===== src/rtl/key_sched_ctrl_if.sv =====
// Bus between the AES-128 key-schedule controller, its cipher-core client and
// the shared combinational SubWord unit.
interface key_sched_ctrl_if #(
  parameter int NR = 10
);
  logic          start;
  logic [127:0]  key;
  logic          busy;
  logic          done;
  logic [NR:0]   rk_ready;
  logic [31:0]   sw_in;
  logic [31:0]   sw_out;
  logic          rd_en;
  logic [3:0]    rd_round;
  logic [127:0]  rd_data;
  logic          rd_valid;

  modport master (
    output start, key, sw_out, rd_en, rd_round,
    input  busy, done, rk_ready, sw_in, rd_data, rd_valid
  );

  modport slave (
    input  start, key, sw_out, rd_en, rd_round,
    output busy, done, rk_ready, sw_in, rd_data, rd_valid
  );
endinterface


===== src/rtl/key_sched_ctrl.sv =====
// Sequential AES-128 key expansion: one word per cycle into an 11 x 128 round-key
// store, Rcon generated locally, SubWord borrowed from an external S-box group.
module key_sched_ctrl #(
  parameter int NR = 10
) (
  input  logic            clk,
  input  logic            rst,
  key_sched_ctrl_if.slave bus
);
  localparam int          NW      = 4 * (NR + 1);
  localparam logic [5:0]  LAST_I  = 6'(NW - 1);
  localparam logic [3:0]  MAX_RND = 4'(NR);
  localparam logic [NR:0] RK_ONE  = (NR + 1)'(1);

  typedef enum logic {IDLE = 1'b0, EXPAND = 1'b1} state_t;

  state_t        state_q;
  state_t        state_d;
  logic [5:0]    i_q;
  logic [7:0]    rcon_q;
  logic [NR:0]   rk_ready_q;
  logic          done_q;
  logic [127:0]  win_q;
  logic [127:0]  rk_mem [0:NR];
  logic [127:0]  rd_data_p1;
  logic          vld_p1;
  logic [31:0]   temp;
  logic [31:0]   w_new;
  logic          start_acc;
  logic          last_word;
  logic          rd_hit;

  function automatic logic [7:0] xtime(input logic [7:0] b);
    return {b[6:0], 1'b0} ^ (b[7] ? 8'h1b : 8'h00);
  endfunction

  function automatic logic [31:0] rot_word(input logic [31:0] w);
    return {w[23:0], w[31:24]};
  endfunction

  assign start_acc = (state_q == IDLE) && bus.start;
  assign last_word = (state_q == EXPAND) && (i_q == LAST_I);

  // win_q holds w[i-4] in [127:96] down to w[i-1] in [31:0]
  always_comb begin
    temp = win_q[31:0];
    if (i_q[1:0] == 2'd0) temp = bus.sw_out ^ {rcon_q, 24'h0};
    w_new = win_q[127:96] ^ temp;
  end

  always_ff @(posedge clk or posedge rst) begin
    if (rst) state_q <= IDLE;
    else     state_q <= state_d;
  end

  always_comb begin
    state_d = state_q;
    unique case (state_q)
      IDLE:    if (bus.start)       state_d = EXPAND;
      EXPAND:  if (i_q == LAST_I)   state_d = IDLE;
      default:                      state_d = IDLE;
    endcase
  end

  always_comb begin
    bus.busy  = 1'b0;
    bus.sw_in = '0;
    if (state_q == EXPAND) begin
      bus.busy  = 1'b1;
      bus.sw_in = rot_word(win_q[31:0]);
    end
  end

  always_ff @(posedge clk or posedge rst) begin
    if (rst) begin
      i_q        <= '0;
      rcon_q     <= 8'h01;
      rk_ready_q <= '0;
      done_q     <= 1'b0;
    end else begin
      done_q <= last_word;
      if (start_acc) begin
        i_q        <= 6'd4;
        rcon_q     <= 8'h01;
        rk_ready_q <= RK_ONE;
      end else if (state_q == EXPAND) begin
        i_q <= last_word ? '0 : i_q + 6'd1;
        if (i_q[1:0] == 2'd0) rcon_q <= xtime(rcon_q);
        if (i_q[1:0] == 2'd3) rk_ready_q <= rk_ready_q | (RK_ONE << i_q[5:2]);
      end
    end
  end

  // Word storage is never reset: rk_ready gates every read of it
  always_ff @(posedge clk) begin
    if (start_acc) begin
      win_q     <= bus.key;
      rk_mem[0] <= bus.key;
    end else if (state_q == EXPAND) begin
      win_q <= {win_q[95:0], w_new};
      unique case (i_q[1:0])
        2'd0: rk_mem[i_q[5:2]][127:96] <= w_new;
        2'd1: rk_mem[i_q[5:2]][95:64]  <= w_new;
        2'd2: rk_mem[i_q[5:2]][63:32]  <= w_new;
        default: rk_mem[i_q[5:2]][31:0] <= w_new;
      endcase
    end
  end

  assign rd_hit = (bus.rd_round <= MAX_RND) && rk_ready_q[bus.rd_round];

  // Read stage p1
  always_ff @(posedge clk or posedge rst) begin
    if (rst) begin
      rd_data_p1 <= '0;
      vld_p1     <= 1'b0;
    end else if (bus.rd_en) begin
      vld_p1     <= rd_hit;
      rd_data_p1 <= rd_hit ? rk_mem[bus.rd_round] : '0;
    end else begin
      vld_p1 <= 1'b0;
    end
  end

  assign bus.done     = done_q;
  assign bus.rk_ready = rk_ready_q;
  assign bus.rd_data  = rd_data_p1;
  assign bus.rd_valid = vld_p1;
endmodule

===== src/flat_wrapper.sv =====
// flat-port wrapper written by rule: the top's interface ports become plain ports
module key_sched_ctrl_flat 
#(
  parameter int NR = 10
)
  (clk, rst, bus_start, bus_key, bus_sw_out, bus_rd_en, bus_rd_round, bus_busy, bus_done, bus_rk_ready, bus_sw_in, bus_rd_data, bus_rd_valid);
  key_sched_ctrl_if #(.NR(NR)) bus_i ();
  input  logic clk;
  input  logic rst;
  input wire logic [$bits(bus_i.start)-1:0] bus_start;
  input wire logic [$bits(bus_i.key)-1:0] bus_key;
  input wire logic [$bits(bus_i.sw_out)-1:0] bus_sw_out;
  input wire logic [$bits(bus_i.rd_en)-1:0] bus_rd_en;
  input wire logic [$bits(bus_i.rd_round)-1:0] bus_rd_round;
  output wire logic [$bits(bus_i.busy)-1:0] bus_busy;
  output wire logic [$bits(bus_i.done)-1:0] bus_done;
  output wire logic [$bits(bus_i.rk_ready)-1:0] bus_rk_ready;
  output wire logic [$bits(bus_i.sw_in)-1:0] bus_sw_in;
  output wire logic [$bits(bus_i.rd_data)-1:0] bus_rd_data;
  output wire logic [$bits(bus_i.rd_valid)-1:0] bus_rd_valid;
  assign bus_i.start = bus_start;
  assign bus_i.key = bus_key;
  assign bus_i.sw_out = bus_sw_out;
  assign bus_i.rd_en = bus_rd_en;
  assign bus_i.rd_round = bus_rd_round;
  assign bus_busy = bus_i.busy;
  assign bus_done = bus_i.done;
  assign bus_rk_ready = bus_i.rk_ready;
  assign bus_sw_in = bus_i.sw_in;
  assign bus_rd_data = bus_i.rd_data;
  assign bus_rd_valid = bus_i.rd_valid;
  key_sched_ctrl #(.NR(NR)) u_core (.clk(clk), .rst(rst), .bus(bus_i));
endmodule

===== config.mk =====
export PLATFORM = sky130hd
export DESIGN_NAME = key_sched_ctrl_flat
export DESIGN_NICKNAME = d
export VERILOG_FILES = /design/src/rtl/key_sched_ctrl_if.sv /design/src/rtl/key_sched_ctrl.sv /design/src/flat_wrapper.sv
export SDC_FILE = /design/constraint.sdc
export NUM_CORES = 2
export LEC_CHECK = 0
export BUFFER_PORTS_ARGS = -buffer_cell sky130_fd_sc_hd__buf_2
export CAP_MARGIN = 5
export CORE_MARGIN = 5
export CORE_UTILIZATION = 40
export DETAILED_ROUTE_END_ITERATION = 8
export PLACE_DENSITY_LB_ADDON = 0.12
export SLEW_MARGIN = 20
export SYNTH_ARGS = -nofsm -noshare
export SYNTH_HDL_FRONTEND = slang
export SYNTH_SLANG_ARGS = --single-unit

===== constraint.sdc =====
create_clock -name clk -period 14.78 [get_ports clk]
set_input_delay 3.695 -clock clk [delete_from_list [all_inputs] [get_ports clk]]
set_output_delay 3.695 -clock clk [all_outputs]
set_load 0.02 [all_outputs]

==> impl_metrics.yaml <==
run_status:
  status: "complete, no violations"
clock_tree:
  clock_path_buffers: 3
  root_buffer: "clkbuf_16"
  cts_setup_buffers: 0
  cts_hold_buf: 0
  h-tree-depth: 4
  cts_tree: "built"
  cts_num_sinks: 1692
  numCtsBuffers: 178
  cts_resized: 0
  path_clk_slew_ps: 60
  insertion_delay_ps: 810
setup_path:
  cp-start-kind: "input pin"
  worstPathRequired_ps: 15400
  r2r_setup_slack_ps: 10590
  critPathKind: "input pin to flip-flop"
  reg2reg_depth: 6
  path_delay_family: "buffers and inverters"
  timing.rr.end: "u_core.bus.rd_data[110]"
  path_max_fanout: 66
  crit_slowest_cell: "buf_4"
  slowest_delay_ps: 890
  crit_start: "bus_rd_round[1]"
  path_common_cell: "buf_4"
  arrival_ps: 8540
  reg2reg_from: "u_core.bus.rk_ready[4]"
  cp.buffers_inverters: 4
  endpoint_kind: "flip-flop"
  crit_path_cell_trace: "buf_8 -> buf_4 -> mux4_2 -> or2_1 -> a31oi_4 -> buf_4 -> buf_4 -> o22ai_1"
logic_synthesis:
  synth_edf_count: 1536
  synth_async_sr_flop_share_pct: 9.22
  ys_types: 44
  ys_seq_area_share_pct: 74.7
  yosys.area.top_type: "edfxtp_1"
  synth_cells: 3797
  synth_top_area_share_pct: 68.8
  syn_area_um2: 67000
  yosys_warnings: 0
  synth.net_count: 3970
  ys_top_cells_by_area: "edfxtp_1 (69%), mux4_2 (8.7%), dfrtp_1 (5.8%)"
  ys_seq_elements: 1692
  syn_avg_cell_area_um2: 17.6
  ys.flop_type: "edfxtp_1"
placed_design:
  dp_hpwl_mm: 124
  port_buffers: 341
  post-place-ws_ps: 5960
  gp_congestion: 0.785
global_route:
  grt_pass1_wl_mm: 290
  antenna_found_initial: 5
  grt-ovfl-total: 0
  grt_use_total_pct: 23.6
  grt_pass1_vias: 37400
  grt_max_degree: 185
timing:
  finalCritPeriodShare_pct: 53.6
  fin_skew_ps: 24.7
  setup_viol: 0
  rsz0062_at_grt: "false"
  relSlewSlack_pct: 21.9
  finalWorstSetupSlack_ps: 6860
  hold_viol: 0
  fmax_ghz: 0.126
  min_period_ps: 7920
  worst_pin_slew_ps: 1170
  setup_tns_ps: 0
  slew_viol_final: 0
routing:
  ant_nets: 0
  top_layer: "met4"
  remaining_drc_errors: 0
  drt_wl_total_mm: 209
  wire_per_inst_um: 31.8
  met2_length_mm: 106
  num_vias: 36500
  dr_wl_met3_mm: 9.04
  firstDrtPassIters: 5
  drt_iter0_drc: 3106
  drt-met1-wl_mm: 82.5
  avgViaCountPerCell: 5.55
floorplanning:
  design.die.area_um2: 176000
  dieWidth_um: 419
  initial_core_util_pct: 40.2
  die_h_um: 419
  ioPinCount: 342
  rows: 150
  core_um2: 167000
hold_path:
  whs_path_depth: 2
  min_to: "u_core.win_q[95]"
  hold_start: "u_core.win_q[63]"
  worstHoldPathType: "flip-flop to flip-flop"
power:
  p_switching_w: 0.00566
  p_leak_nw: 27.1
  pwr-share-comb_pct: 27.0
  p_per_area_nw_per_um2: 215
  peakVddDrop_mv: 0.152
  swShare_pct: 34.0
  p_seq_share_pct: 47.2
  intPower_w: 0.0110
  p_total_w: 0.0166
  pwr-share-clk_pct: 25.8
run:
  cap_violations: 0
finish:
  layout_commonest_cell: "edfxtp_1"
  fillCellCount: 14400
  area_growth_pct: 15.7
  drive_gt1_share_pct: 29.6
  layout_common_cells: "edfxtp_1 (1,536), buf_2 (336), mux4_2 (258)"
  layout.nets: 4391
==> cell families after synthesis <==
logic type / synth area share (%)
AND/OR/NAND/NOR: 2.77
buffers and inverters: 2.86
multiplexers: 13.4
adder cells (fa/ha/maj): 0.0934
XOR/XNOR: 0.458
flip-flops: 74.7
AO/OA/AOI/OAI: 5.78
==> final cells by class <==
type                    instances  area, um2  share of cell area [%]
clock buffers                 249       4940                    6.37
multi-input cells            1645      15500                    20.0
clock inverters                85        634                   0.818
flip-flops and latches       1692      50000                    64.5
diodes                          3       7.51                 0.00968
repair buffers                461       2720                    3.50
inverters                     240        913                    1.18
well taps                    2204       2760                    3.56
==> power by group through the flow <==
stage	Combinational [W]	Sequential [W]	Clock [W]
2_1_floorplan	0.00203	0.00787	0
3_3_place_gp	0.00443	0.00796	0
3_5_place_dp	0.00452	0.00796	0
4_1_cts	0.00453	0.00787	0.00439
5_1_grt	0.00480	0.00791	0.00459
6_report	0.00449	0.00786	0.00430
==> how the worst max path moves through the flow <==
stage / slack, ps / end / cells past startpoint
after floorplan: 6880 / u_core.bus.done / 1
after global placement: 6000 / u_core.bus.rd_data[116] / 8
after detailed placement: 5960 / u_core.bus.rd_data[106] / 8
after CTS: 6830 / u_core.bus.rd_data[106] / 8
after global routing: 6630 / u_core.bus.rd_data[106] / 8
final: 6860 / u_core.bus.rd_data[110] / 8
==> sequential cells by signal, summed over array words and instances (netlist names) <==
signal               cells
u_core.win_q           128
u_core.bus.rd_valid      1
u_core.i_q               6
u_core.rk_mem         1408
u_core.state_q           1
u_core.rcon_q            8
u_core.bus.rd_data     128
u_core.bus.done          1
u_core.bus.rk_ready     11
==> synthesized netlist by cell type, types with 7 or more instances <==
cell type,number
edfxtp_1,1536
mux4_2,258
mux2_2,245
inv_1,239
nand2_1,217
o21ai_0,197
dfrtp_1,155
clkbuf_1,141
a21oi_1,135
a22o_1,134
nor2_1,134
o22ai_1,129
buf_2,43
and2_1,35
xnor2_1,28
mux2i_1,26
nor3_1,18
nor2b_1,14
buf_1,12
buf_4,12
buf_6,12
mux2_1,11
a211oi_1,8
nand3_1,8
o211a_1,8
or2_2,7
xor2_1,7
==> routing by layer <==
layer  vias to the layer above  global-route usage (%)
met3                       323                    3.22
met5                         -                       0
met1                     19500                    29.7
met2                      1029                    40.5
met4                         0                    11.5
li1                      15600                       -
==> worst reg2reg max path, stage by stage (launching register included) <==
cell	delay, ps
dfrtp_1	520
mux4_2	500
and4b_1	220
a31oi_4	640
buf_4	910
buf_4	960
o22ai_1	280
==> metrics by stage <==
stage / utilization (%) / std cells / hold slack [ps] / instance area [um2]
after global placement: 43.1 / 6241 / 494 / 71900
final: 46.5 / 6579 / 507 / 77500
after floorplan: - / 3797 / 491 / 67000
after global routing: 46.5 / 6576 / 537 / 77500
after CTS: 46.4 / 6575 / 511 / 77500
after detailed placement: 43.1 / 6241 / 504 / 71900
(Power assumes the default switching activity.)
